[src/rtl/sobel_pkg.sv]
// Shared widths, gradient types and the magnitude saturation helper for the Sobel stage.
package sobel_pkg;

  localparam int unsigned DATA_W  = 8;
  localparam int unsigned GRAD_W  = DATA_W + 3;
  localparam int unsigned MAG_MAX = (1 << DATA_W) - 1;

  typedef logic signed [GRAD_W-1:0] grad_t;
  typedef logic        [GRAD_W-1:0] mag_t;

  // Clamp an |Gx|+|Gy| sum to the pixel range.
  function automatic logic [DATA_W-1:0] sat_mag(input mag_t mag);
    if (mag > mag_t'(MAG_MAX)) begin
      return DATA_W'(MAG_MAX);
    end
    return mag[DATA_W-1:0];
  endfunction

endpackage

[src/rtl/sobel_gradient_core_if.sv]
// Column-in / magnitude-out stream between the line-buffer chain and the Sobel core.
interface sobel_gradient_core_if #(
  parameter int unsigned DATA_W = sobel_pkg::DATA_W
);

  logic              we_i;
  logic              sof_i;
  logic [DATA_W-1:0] top_i;
  logic [DATA_W-1:0] mid_i;
  logic [DATA_W-1:0] bot_i;
  logic [DATA_W-1:0] data_o;
  logic              valid_o;
  logic              done_o;

  modport master (
    output we_i, sof_i, top_i, mid_i, bot_i,
    input  data_o, valid_o, done_o
  );

  modport slave (
    input  we_i, sof_i, top_i, mid_i, bot_i,
    output data_o, valid_o, done_o
  );

endinterface

[src/rtl/sobel_window_3x3.sv]
// Sliding 3x3 pixel window with row column counter; flags which accepted columns
// complete a full window and which one is the last of the row.
module sobel_window_3x3 #(
  parameter int unsigned DATA_W = 8,
  parameter int unsigned IMG_W  = 640
) (
  input  logic                        clk,
  input  logic                        rst,
  input  logic                        we_i,
  input  logic                        sof_i,
  input  logic [DATA_W-1:0]           top_i,
  input  logic [DATA_W-1:0]           mid_i,
  input  logic [DATA_W-1:0]           bot_i,
  output logic [2:0][2:0][DATA_W-1:0] win_o,
  output logic                        win_valid_o,
  output logic                        win_last_o
);

  localparam int unsigned     CntW    = $clog2(IMG_W);
  localparam logic [CntW-1:0] LastCol = CntW'(IMG_W - 1);

  logic [2:0][2:0][DATA_W-1:0] win_q, win_d;
  logic [CntW-1:0]             cnt_q, cnt_d;
  logic [CntW-1:0]             col_idx;
  logic                        valid_q, valid_d;
  logic                        last_q, last_d;

  always_comb begin
    // sof_i only matters on an accepted column; it forces that column to index 0.
    col_idx = sof_i ? '0 : cnt_q;
    win_d   = win_q;
    cnt_d   = cnt_q;
    valid_d = 1'b0;
    last_d  = 1'b0;
    if (we_i) begin
      for (int r = 0; r < 3; r++) begin
        win_d[r][0] = win_q[r][1];
        win_d[r][1] = win_q[r][2];
      end
      win_d[0][2] = top_i;
      win_d[1][2] = mid_i;
      win_d[2][2] = bot_i;
      cnt_d       = (col_idx == LastCol) ? '0 : col_idx + CntW'(1);
      valid_d     = (col_idx >= CntW'(2));
      last_d      = (col_idx == LastCol);
    end
  end

  always_ff @(posedge clk or negedge rst) begin
    if (!rst) begin
      win_q   <= '0;
      cnt_q   <= '0;
      valid_q <= 1'b0;
      last_q  <= 1'b0;
    end else begin
      win_q   <= win_d;
      cnt_q   <= cnt_d;
      valid_q <= valid_d;
      last_q  <= last_d;
    end
  end

  assign win_o       = win_q;
  assign win_valid_o = valid_q;
  assign win_last_o  = last_q;

endmodule

[src/rtl/sobel_gradient_core.sv]
// Streaming 3x3 Sobel stage: window -> registered Gx/Gy -> registered saturated |Gx|+|Gy|.
// Non-stalling; valid and row-end flags ride alongside the data.
module sobel_gradient_core #(
  parameter int unsigned DATA_W = sobel_pkg::DATA_W,
  parameter int unsigned IMG_W  = 640
) (
  input logic                 clk,
  input logic                 rst,
  sobel_gradient_core_if.slave core_io
);

  import sobel_pkg::*;

  logic [2:0][2:0][DATA_W-1:0] win;
  logic                        win_valid;
  logic                        win_last;

  grad_t             gx_q, gx_d;
  grad_t             gy_q, gy_d;
  logic              v1_q, l1_q;
  mag_t              mag;
  logic [DATA_W-1:0] data_q, data_d;
  logic              valid_q, done_q;

  sobel_window_3x3 #(
    .DATA_W (DATA_W),
    .IMG_W  (IMG_W)
  ) u_window (
    .clk         (clk),
    .rst         (rst),
    .we_i        (core_io.we_i),
    .sof_i       (core_io.sof_i),
    .top_i       (core_io.top_i),
    .mid_i       (core_io.mid_i),
    .bot_i       (core_io.bot_i),
    .win_o       (win),
    .win_valid_o (win_valid),
    .win_last_o  (win_last)
  );

  // 1-2-1 weighted sum of three pixels, zero-extended into the signed gradient width.
  function automatic grad_t wsum(input logic [DATA_W-1:0] a, input logic [DATA_W-1:0] b,
                                 input logic [DATA_W-1:0] c);
    return grad_t'(a) + (grad_t'(b) <<< 1) + grad_t'(c);
  endfunction

  function automatic mag_t abs_g(input grad_t g);
    return g[GRAD_W-1] ? mag_t'(-g) : mag_t'(g);
  endfunction

  always_comb begin
    gx_d = wsum(win[0][2], win[1][2], win[2][2]) - wsum(win[0][0], win[1][0], win[2][0]);
    gy_d = wsum(win[2][0], win[2][1], win[2][2]) - wsum(win[0][0], win[0][1], win[0][2]);
  end

  // |Gx|+|Gy| peaks at 2040, which still fits the unsigned gradient width.
  always_comb begin
    mag    = abs_g(gx_q) + abs_g(gy_q);
    data_d = v1_q ? sat_mag(mag) : data_q;
  end

  always_ff @(posedge clk or negedge rst) begin
    if (!rst) begin
      gx_q    <= '0;
      gy_q    <= '0;
      v1_q    <= 1'b0;
      l1_q    <= 1'b0;
      data_q  <= '0;
      valid_q <= 1'b0;
      done_q  <= 1'b0;
    end else begin
      if (win_valid) begin
        gx_q <= gx_d;
        gy_q <= gy_d;
      end
      v1_q    <= win_valid;
      l1_q    <= win_last;
      data_q  <= data_d;
      valid_q <= v1_q;
      done_q  <= v1_q & l1_q;
    end
  end

  assign core_io.data_o  = data_q;
  assign core_io.valid_o = valid_q;
  assign core_io.done_o  = done_q;

endmodule

[src/flat_wrapper.sv]
// flat-port wrapper written by rule: the top's interface ports become plain ports
module sobel_gradient_core_flat import sobel_pkg::*;
#(
  parameter int unsigned DATA_W = sobel_pkg::DATA_W,
  parameter int unsigned IMG_W  = 640
)
  (clk, rst, core_io_we_i, core_io_sof_i, core_io_top_i, core_io_mid_i, core_io_bot_i, core_io_data_o, core_io_valid_o, core_io_done_o);
  sobel_gradient_core_if #(.DATA_W(DATA_W)) core_io_i ();
  input logic clk;
  input logic rst;
  input wire logic [$bits(core_io_i.we_i)-1:0] core_io_we_i;
  input wire logic [$bits(core_io_i.sof_i)-1:0] core_io_sof_i;
  input wire logic [$bits(core_io_i.top_i)-1:0] core_io_top_i;
  input wire logic [$bits(core_io_i.mid_i)-1:0] core_io_mid_i;
  input wire logic [$bits(core_io_i.bot_i)-1:0] core_io_bot_i;
  output wire logic [$bits(core_io_i.data_o)-1:0] core_io_data_o;
  output wire logic [$bits(core_io_i.valid_o)-1:0] core_io_valid_o;
  output wire logic [$bits(core_io_i.done_o)-1:0] core_io_done_o;
  assign core_io_i.we_i = core_io_we_i;
  assign core_io_i.sof_i = core_io_sof_i;
  assign core_io_i.top_i = core_io_top_i;
  assign core_io_i.mid_i = core_io_mid_i;
  assign core_io_i.bot_i = core_io_bot_i;
  assign core_io_data_o = core_io_i.data_o;
  assign core_io_valid_o = core_io_i.valid_o;
  assign core_io_done_o = core_io_i.done_o;
  sobel_gradient_core #(.DATA_W(DATA_W), .IMG_W(IMG_W)) u_core (.clk(clk), .rst(rst), .core_io(core_io_i));
endmodule
[config.mk]
export PLATFORM = sky130hd
export DESIGN_NAME = sobel_gradient_core_flat
export DESIGN_NICKNAME = d
export VERILOG_FILES = /design/src/rtl/sobel_pkg.sv /design/src/rtl/sobel_gradient_core_if.sv /design/src/rtl/sobel_window_3x3.sv /design/src/rtl/sobel_gradient_core.sv /design/src/flat_wrapper.sv
export SDC_FILE = /design/constraint.sdc
export NUM_CORES = 1
export LEC_CHECK = 0
export CORE_ASPECT_RATIO = 0.9
export CORE_MARGIN = 4
export CORE_UTILIZATION = 30
export DETAILED_ROUTE_END_ITERATION = 6
export GPL_TIMING_DRIVEN = 1
export PLACE_DENSITY = 0.5
export SYNTH_ARGS = -nofsm -noshare
export SYNTH_HDL_FRONTEND = slang
export SYNTH_SLANG_ARGS = --single-unit
[constraint.sdc]
create_clock -name clk -period 4.19 [get_ports clk]
set_input_delay 0.838 -clock clk [delete_from_list [all_inputs] [get_ports clk]]
set_output_delay 0.838 -clock clk [all_outputs]
set_load 0.03 [all_outputs]
==> impl_metrics.toml, run 1 <==
[status]
status = "completed"

[setup_path]
start_kind = "flip-flop"
cp_max_fo = 4
criticalPathCategory = "reg2reg"
worstPathCellList = "ha_1 > a21o_1 > a21oi_2 > nor2b_1 > o21a_1 > nor2_1 > xor2_1 > fa_1 > inv_1 > fa_1 > inv_1 > ha_1 > and4_1 > a211oi_1 > o21ai_1 > o31ai_1 > xor2_1 > a21oi_1"
crit_required_ns = 4.48
worstSetupEndpointType = "flip-flop"
worst-path-stages = 18
cp-startpoint = "u_core.u_window.win_o[2]$_DFFE_PN0P_"
r2r-end = "u_core.gx_q[9]$_DFFE_PN0P_"
path_delay_family = "adder cells"
regToRegSetupSlack_ns = 0.17
path_buf_inv = 2
ff2ff_path_depth = 18
r2r-start = "u_core.u_window.win_o[2]$_DFFE_PN0P_"
critPathArrivalTime_ns = 4.31
crit_path_end = "u_core.gx_q[9]$_DFFE_PN0P_"
max_stage_delay_ns = 0.50
crit_slowest_cell = "fa_1"

[global_route]
first_global_vias = 5816
grt_first_pass_wirelength_mm = 29.51
grt_max_degree = 55
grt_use_total = 0.1218
antenna_found_initial = 0
gr-total-overflow = 0

[finish]
fin_nets = 1005
multiInputGateArea_um2 = 4910
regArea_um2 = 2928
syn_to_final_growth_pct = 21.64
layout-drive-gt1-share = 0.2039
design_area_um2 = 9922
nFillCells = 2612
antennaDiodeCount = 0

[synth]
netlist_top_cells_count = "dfrtp_1, inv_1, ha_1"
yosys.area_share.simple = 0.09710
synth-seq-cells = 117
synth_fp_nets = 922
synth_edf_count = 0
ys.flop_type = "dfrtp_1"
synth-adder-area-share = 0.1982
syn_avg_cell_area_um2 = 10.36
synth_area_um2 = 8157
yosysWarnings = 0
synth_compound_area_frac = 0.1341
ys_top_cells_by_area = "dfrtp_1, ha_1, mux2_2"
yosysMostFrequentCell = "dfrtp_1"
yosys.area.top_type = "dfrtp_1"
syn_inst = 787
synth-xor-area-share = 0.06657
async_flop_share = 1.000
muxShareOfSynthArea = 0.09357
synth_top_area_frac = 0.3590
synth_top_family_by_area = "adder cells"
synth_cell_types = 53
synth_seq_area_share = 0.3590

[detailed_routing]
wirelength_mm = 17.28
firstDrtPassIters = 4
via_per_inst = 4.601
ant_nets = 0
drt_iter0_drc = 176
vias = 5664
remaining_drc_errors = 0
wire_per_inst_um = 14.04

[sta]
hold_violations = 0
skew_ns = 0.01059
slew_violations = 0
worstMarginPinSlew_ns = 0.6048
rsz0062_at_grt = "true"
hold_ws_ns = 0.3482
finalCriticalPeriod_ns = 4.019
setup-violations-final = 0
fmax_mhz = 248.8
slew_headroom = 0.5968
fin_crit_sh = 0.9593

[clocking]
cts_tree = "built"
clk_pin_slew_ns = 0.06
cts.sinks = 117
root_buffer = "clkbuf_16"
cts_max_level = 4
ctsHoldBuffers = 0
clk_latency_ns = 0.42
clockBufferDepth = 2
cts_buffers = 17

[floorplanning]
core_area_um2 = 26420
die_h_um = 164.4
initial_core_util = 0.3088
io_pins = 38
placementRows = 56
dieArea_um2 = 29890
die_w_um = 181.8

[placed_design]
dpl.hpwl_mm = 13.33
routabilityCongestion = 0.7583
port_buffers = 37
postPlaceCellArea_um2 = 9218

[flow_run]
drv_cap = 0

[worst_hold_path]
hold_path.class = "reg2reg"
final cells by class:
type,count,area share
clock buffers,20,0.04502
clock inverters,12,0.01311
inverters,90,0.03405
multi-input cells,560,0.4948
flip-flops and latches,117,0.2951
well taps,348,0.04388
repair buffers,84,0.07402
worst min-delay path by stage:
stage               cells past startpoint  slack [ns]                                 start               endpoint
floorplan                               0        0.33  u_core.u_window.win_last_o$_DFF_PN0_  u_core.l1_q$_DFF_PN0_
global placement                        0        0.33  u_core.u_window.win_last_o$_DFF_PN0_  u_core.l1_q$_DFF_PN0_
detailed placement                      0        0.34  u_core.u_window.win_last_o$_DFF_PN0_  u_core.l1_q$_DFF_PN0_
CTS                                     0        0.35  u_core.u_window.win_last_o$_DFF_PN0_  u_core.l1_q$_DFF_PN0_
global route                            0        0.37  u_core.u_window.win_last_o$_DFF_PN0_  u_core.l1_q$_DFF_PN0_
finish                                  0        0.35  u_core.u_window.win_last_o$_DFF_PN0_  u_core.l1_q$_DFF_PN0_
metrics by stage:
step | std cells | setup TNS [ns] | setup slack (ns) | util
after floorplan | 787 | 0 | 0.1266 | -
after global placement | 1196 | -0.006306 | -0.006306 | 0.3489
after detailed placement | 1196 | -0.05875 | -0.04110 | 0.3489
after CTS | 1228 | 0 | 0.0008455 | 0.3719
after global routing | 1231 | -0.01371 | -0.004747 | 0.3756
final | 1231 | 0 | 0.1706 | 0.3756
placed cells by master (no fill, tap or decap), types with 35 or more instances in the layout:
| cell | instances |
|---|---|
| mux2_2 | 66 |
| nand2_1 | 47 |
| buf_4 | 47 |
| ha_1 | 65 |
| dfrtp_1 | 117 |
| xnor2_1 | 42 |
| inv_1 | 88 |
| clkdlybuf4s50_1 | 35 |
| o21ai_0 | 39 |
cell families after synthesis:
kind of cell | count (synthesis)
adders and majority gates | 107
DFF | 117
AOI/OAI and AO/OA | 165
and+or+nand+nor | 158
xor gates and xnor gates | 62
buffers and inverters | 110
muxes | 68
flip-flops by register name, indices dropped and copies added (netlist names):
| register | flops |
|---|---|
| u_core.core_io.data_o | 8 |
| u_core.core_io.done_o | 1 |
| u_core.core_io.valid_o | 1 |
| u_core.gx_q | 10 |
| u_core.gy_q | 11 |
| u_core.l1_q | 1 |
| u_core.u_window.cnt_q | 10 |
| u_core.u_window.win_last_o | 1 |
| u_core.u_window.win_o | 72 |
| u_core.u_window.win_valid_o | 1 |
| u_core.v1_q | 1 |
per-layer routing:
metal,vias up,routed length (um),global-route usage
met5,-,0,0
li1,2893,-,-
met3,20,436,0.02621
met1,2692,9039,0.1728
met4,0,238,0.03308
met2,59,7569,0.1894
what timing repair did:
item	CTS	global route
buffers inserted	0	3
pin swaps	7	26
setup endpoints to repair	4	8
gates resized for setup	10	21
Power of run 1 is left out: the tool's default activity adds up to more than one toggle a clock period on the data nets, which glitch-free logic cannot reach.
==> run 2, diff against run 1 <==
--- a/config.mk
+++ b/config.mk
@@ -10,4 +10,5 @@
 export CORE_UTILIZATION = 30
 export DETAILED_ROUTE_END_ITERATION = 6
+export GPL_ROUTABILITY_DRIVEN = 0
 export GPL_TIMING_DRIVEN = 1
 export PLACE_DENSITY = 0.5
==> constraint.sdc (replaced) <==
create_clock -name clk -period 4.19 [get_ports clk]
set_input_delay 0.6285 -clock clk [delete_from_list [all_inputs] [get_ports clk]]
set_output_delay 0.6285 -clock clk [all_outputs]
set_load 0.03 [all_outputs]
==> run 2 against run 1 <==
  * Routed wire length down 1.3%
  * Clock skew up 0.0029 ns
  * Sequential share of layout area up 0.067 points
  * Largest cell class unchanged
  * Highest routed layer unchanged
==> impl_metrics.toml, run 2 (synthesis gave the netlist of run 1 again) <==
[status]
status = "completed"

[global_route]
first_global_vias = 5705
grt_use_total = 0.1217
gr-total-overflow = 0
grt_max_degree = 68
grt_first_pass_wirelength_mm = 29.33
antenna_found_initial = 0

[setup_path]
worstPathCellList = "ha_2 > fa_1 > a21o_1 > a21oi_2 > xnor2_1 > fa_1 > inv_1 > fa_1 > inv_1 > ha_1 > a21o_1 > a211oi_2 > o21ai_1 > buf_4 > xor2_1 > mux2_2"
crit_slowest_cell = "fa_1"
max_stage_delay_ns = 0.49
path_delay_family = "adder cells"
path_buf_inv = 3
cp_max_fo = 3
worstSetupEndpointType = "flip-flop"
cp_common_cell = "fa_1"
start_kind = "flip-flop"
criticalPathCategory = "reg2reg"
critPathArrivalTime_ns = 4.32
crit_required_ns = 4.48

[finish]
layout-drive-gt1-share = 0.1995
antennaDiodeCount = 0
regArea_um2 = 2928
design_area_um2 = 9899
largest_reg_flops = 72
syn_to_final_growth_pct = 21.37
layout_commonest_cell = "dfrtp_1"
fin_nets = 999
multiInputGateArea_um2 = 4930
most-common-layout-cells = "dfrtp_1, inv_1, mux2_2"
nFillCells = 2636

[detailed_routing]
vias = 5528
wirelength_mm = 17.06
drt_iter0_drc = 175
remaining_drc_errors = 0
ant_nets = 0
via_per_inst = 4.513
wire_per_inst_um = 13.92
firstDrtPassIters = 5

[clocking]
cts_max_level = 4
root_buffer = "clkbuf_16"
clk_pin_slew_ns = 0.06
cts.sinks = 117
clockBufferDepth = 2
cts_buffers = 17
clk_latency_ns = 0.42
cts_tree = "built"

[floorplanning]
core_area_um2 = 26420
placementRows = 56
die_h_um = 164.4
io_pins = 38
dieArea_um2 = 29890
initial_core_util = 0.3088
die_w_um = 181.8

[flow_run]
drv_cap = 0

[worst_hold_path]
hold_path.class = "in2async"

[placed_design]
postPlaceCellArea_um2 = 9200
dpl.hpwl_mm = 13.15
port_buffers = 37

[sta]
fmax_mhz = 248.5
skew_ns = 0.01345
hold_violations = 0
worstMarginPinSlew_ns = 0.6725
finalCriticalPeriod_ns = 4.025
slew_violations = 0
slew_headroom = 0.5517
setup-violations-final = 0
fin_crit_sh = 0.9606
## run 2: final timing paths
check	startpoint	endpoint	slack, ns	depth (start not counted)
setup / recovery	u_core.u_window.win_o[56]$_DFFE_PN0P_	u_core.gy_q[7]$_DFFE_PN0P_	0.17	16
min in group clk	u_core.u_window.win_last_o$_DFF_PN0_	u_core.l1_q$_DFF_PN0_	0.36	0
max in group asynchronous	rst	u_core.u_window.win_o[60]$_DFFE_PN0P_	3.13	2
hold reg to reg	u_core.u_window.win_last_o$_DFF_PN0_	u_core.l1_q$_DFF_PN0_	0.36	0
setup reg to reg	u_core.u_window.win_o[56]$_DFFE_PN0P_	u_core.gy_q[7]$_DFFE_PN0P_	0.17	16
hold / removal	rst	u_core.core_io.valid_o$_DFF_PN0_	0.24	1
## run 2: stage by stage
stage | hold WS [ns] | setup WS [ns] | util | instances | TNS [ns]
after floorplan | 0.3312 | 0.1266 | - | 787 | 0
after global routing | 0.2924 | -0.01543 | 0.3748 | 1225 | -0.01543
after CTS | 0.2552 | 0.00006439 | 0.3704 | 1224 | 0
after global placement | 0.3421 | 0.006803 | 0.3483 | 1192 | 0
after detailed placement | 0.3504 | -0.04049 | 0.3483 | 1192 | -0.04049
final | 0.2437 | 0.1651 | 0.3748 | 1225 | 0
## run 2: repair_timing
action | 4_1_cts | 5_1_grt
hold buffers | 0 | 0
buffers inserted | 0 | 1
setup endpoints to repair | 4 | 8
gates resized for setup | 5 | 29
pin swaps | 5 | 23
## run 2: per-layer routing
layer	track usage	vias to the layer above	wire length (um)
met3	0.02753	8	434
li1	-	2883	-
met2	0.1870	52	7419
met1	0.1755	2585	9075
met5	0	-	0
met4	0.02865	0	128
## run 2: final cells by class
type                    instances  area share
inverters                      90     0.03413
clock buffers                  20     0.04411
well taps                     348     0.04398
multi-input cells             560      0.4980
clock inverters                12     0.01314
repair buffers                 78     0.07090
flip-flops and latches        117      0.2958
Power of run 2 is left out for the same reason.
==> run 3, diff against run 2 <==
Settings changed: CAP_MARGIN from default to 10, CORE_MARGIN 4 to default.
==> run 3 against run 2 <==
  * Register-to-register slack got worse by 0.03 ns
  * Global-route usage up 1.0 points
  * Die area decreased by 6.8%
  * Utilization about the same
  * Clock skew barely moved
  * Non-clock buffer count shrank 1
  * Count of clock-buffer cells in the layout down 2
  * Final area shrank 0.11%
  * Critical path type unchanged
  * Critical endpoint is now u_core.gx_q[9]$_DFFE_PN0P_
==> impl_metrics.toml, run 3 (synthesis gave the netlist of run 1 again) <==
[clocking]
cts_tree = "built"
clk_pin_slew_ns = 0.06
clk_latency_ns = 0.42
cts_buffers = 17
clockBufferDepth = 2
cts_max_level = 4
cts.sinks = 117
root_buffer = "clkbuf_16"

[placed_design]
dpl.hpwl_mm = 12.94
port_buffers = 37
place_ws_ns = -0.03653

[setup_path]
cp_common_cell = "fa_1"
criticalPathCategory = "reg2reg"
path_buf_inv = 3
worstPathCellList = "buf_4 > fa_1 > a21o_1 > a21oi_2 > xnor2_1 > fa_1 > inv_1 > fa_1 > inv_1 > ha_1 > a21o_1 > a211oi_2 > o21ai_2 > o31ai_2 > xor2_1 > a21oi_1"
worstSetupEndpointType = "flip-flop"
worst-path-stages = 16
ff2ff_path_depth = 16
critPathArrivalTime_ns = 4.32
crit_slowest_cell = "fa_1"
r2r-end = "u_core.gx_q[9]$_DFFE_PN0P_"
cp_max_fo = 4
start_kind = "flip-flop"
regToRegSetupSlack_ns = 0.13
r2r-start = "u_core.u_window.win_o[2]$_DFFE_PN0P_"
max_stage_delay_ns = 0.52
path_delay_family = "adder cells"
crit_required_ns = 4.45

[sta]
slew_violations = 0
finalCriticalPeriod_ns = 4.056
hold_ws_ns = 0.1855
setup-violations-final = 0
fin_crit_sh = 0.9680
skew_ns = 0.01360
worstMarginPinSlew_ns = 0.8669
fmax_mhz = 246.5
hold_violations = 0
slew_headroom = 0.4221
rsz0062_at_grt = "true"
layout_setup_ws_ns = 0.1339

[global_route]
grt_first_pass_wirelength_mm = 28.85
first_global_vias = 5698
grt_use_total = 0.1322
grt_max_degree = 81
gr-total-overflow = 0
antenna_found_initial = 0

[floorplanning]
die_h_um = 158.4
initial_core_util = 0.3088
core_area_um2 = 26420
io_pins = 38
dieArea_um2 = 27850
die_w_um = 175.8
placementRows = 56

[detailed_routing]
drt_iter0_drc = 188
via_per_inst = 4.573
firstDrtPassIters = 4
wirelength_mm = 17.05
vias = 5597
wire_per_inst_um = 13.93
ant_nets = 0
remaining_drc_errors = 0

[finish]
layout_commonest_cell = "dfrtp_1"
layout-drive-gt1-share = 0.2032
antennaDiodeCount = 0
largest_reg_flops = 72
nFillCells = 2647
syn_to_final_growth_pct = 21.23
fin_nets = 998
most-common-layout-cells = "dfrtp_1, inv_1, ha_1"

[flow_run]
drv_cap = 0

[status]
status = "completed"

[worst_hold_path]
hold_path.class = "in2async"
run 3: cell count changes in the layout (fill, tap and decap cells not counted), sizes merged:
cell      change
clkbuf        -2
bufinv        -1
buf           -1
inv           +6
clkinv        -4
clkinvlp      +1
run 3: worst reg2reg max path, stage by stage (launching register included):
cell,delay [ns]
dfrtp_1,0.41
buf_4,0.16
fa_1,0.44
a21o_1,0.19
a21oi_2,0.16
xnor2_1,0.10
fa_1,0.52
inv_1,0.06
fa_1,0.50
inv_1,0.04
ha_1,0.31
a21o_1,0.20
a211oi_2,0.24
o21ai_2,0.10
o31ai_2,0.21
xor2_1,0.17
a21oi_1,0.08
run 3: worst max path at each step:
stage / start / to
final: u_core.u_window.win_o[2]$_DFFE_PN0P_ / u_core.gx_q[9]$_DFFE_PN0P_
after global routing: u_core.u_window.win_o[9]$_DFFE_PN0P_ / u_core.gy_q[9]$_DFFE_PN0P_
after detailed placement: u_core.u_window.win_o[17]$_DFFE_PN0P_ / u_core.gx_q[9]$_DFFE_PN0P_
after floorplan: u_core.u_window.win_o[2]$_DFFE_PN0P_ / u_core.gx_q[9]$_DFFE_PN0P_
after CTS: u_core.u_window.win_o[1]$_DFFE_PN0P_ / u_core.gx_q[9]$_DFFE_PN0P_
after global placement: u_core.u_window.win_o[1]$_DFFE_PN0P_ / u_core.gx_q[9]$_DFFE_PN0P_
run 3: metrics by stage:
step,util,area (um^2),std cells,setup TNS [ns]
final,0.3743,9888,1224,0
after global routing,0.3743,9888,1224,-0.08189
after CTS,0.3697,9766,1222,0
after detailed placement,0.3472,9173,1190,-0.08246
after global placement,0.3472,9173,1190,-0.005031
after floorplan,-,8157,787,0
run 3: final cells by class:
cell class | count | area, um^2 | area share
clock inverter | 14 | 138.9 | 0.01405
inverter | 90 | 337.8 | 0.03416
tap | 348 | 435.4 | 0.04403
timing repair buffer | 77 | 678.2 | 0.06858
multi-input combinational | 560 | 4931 | 0.4987
sequential | 117 | 2928 | 0.2961
clock buffer | 18 | 439.2 | 0.04441
run 3: timing repair:
action | in CTS | in global routing
pin swaps | 1 | 17
buffers inserted | 0 | 2
endpoints found under the setup margin | 5 | 9
hold buffers | 0 | 0
resized for setup | 6 | 28
run 3: routing by layer:
layer  global-route usage  vias to the layer above  routed length (um)
li1                     -                     2879                   -
met1               0.1799                     2651                8865
met2               0.2134                       57                7626
met3              0.02579                       10                 397
met4              0.03602                        0                 160
met5                    0                        -                   0
Power of run 3 is left out for the same reason.
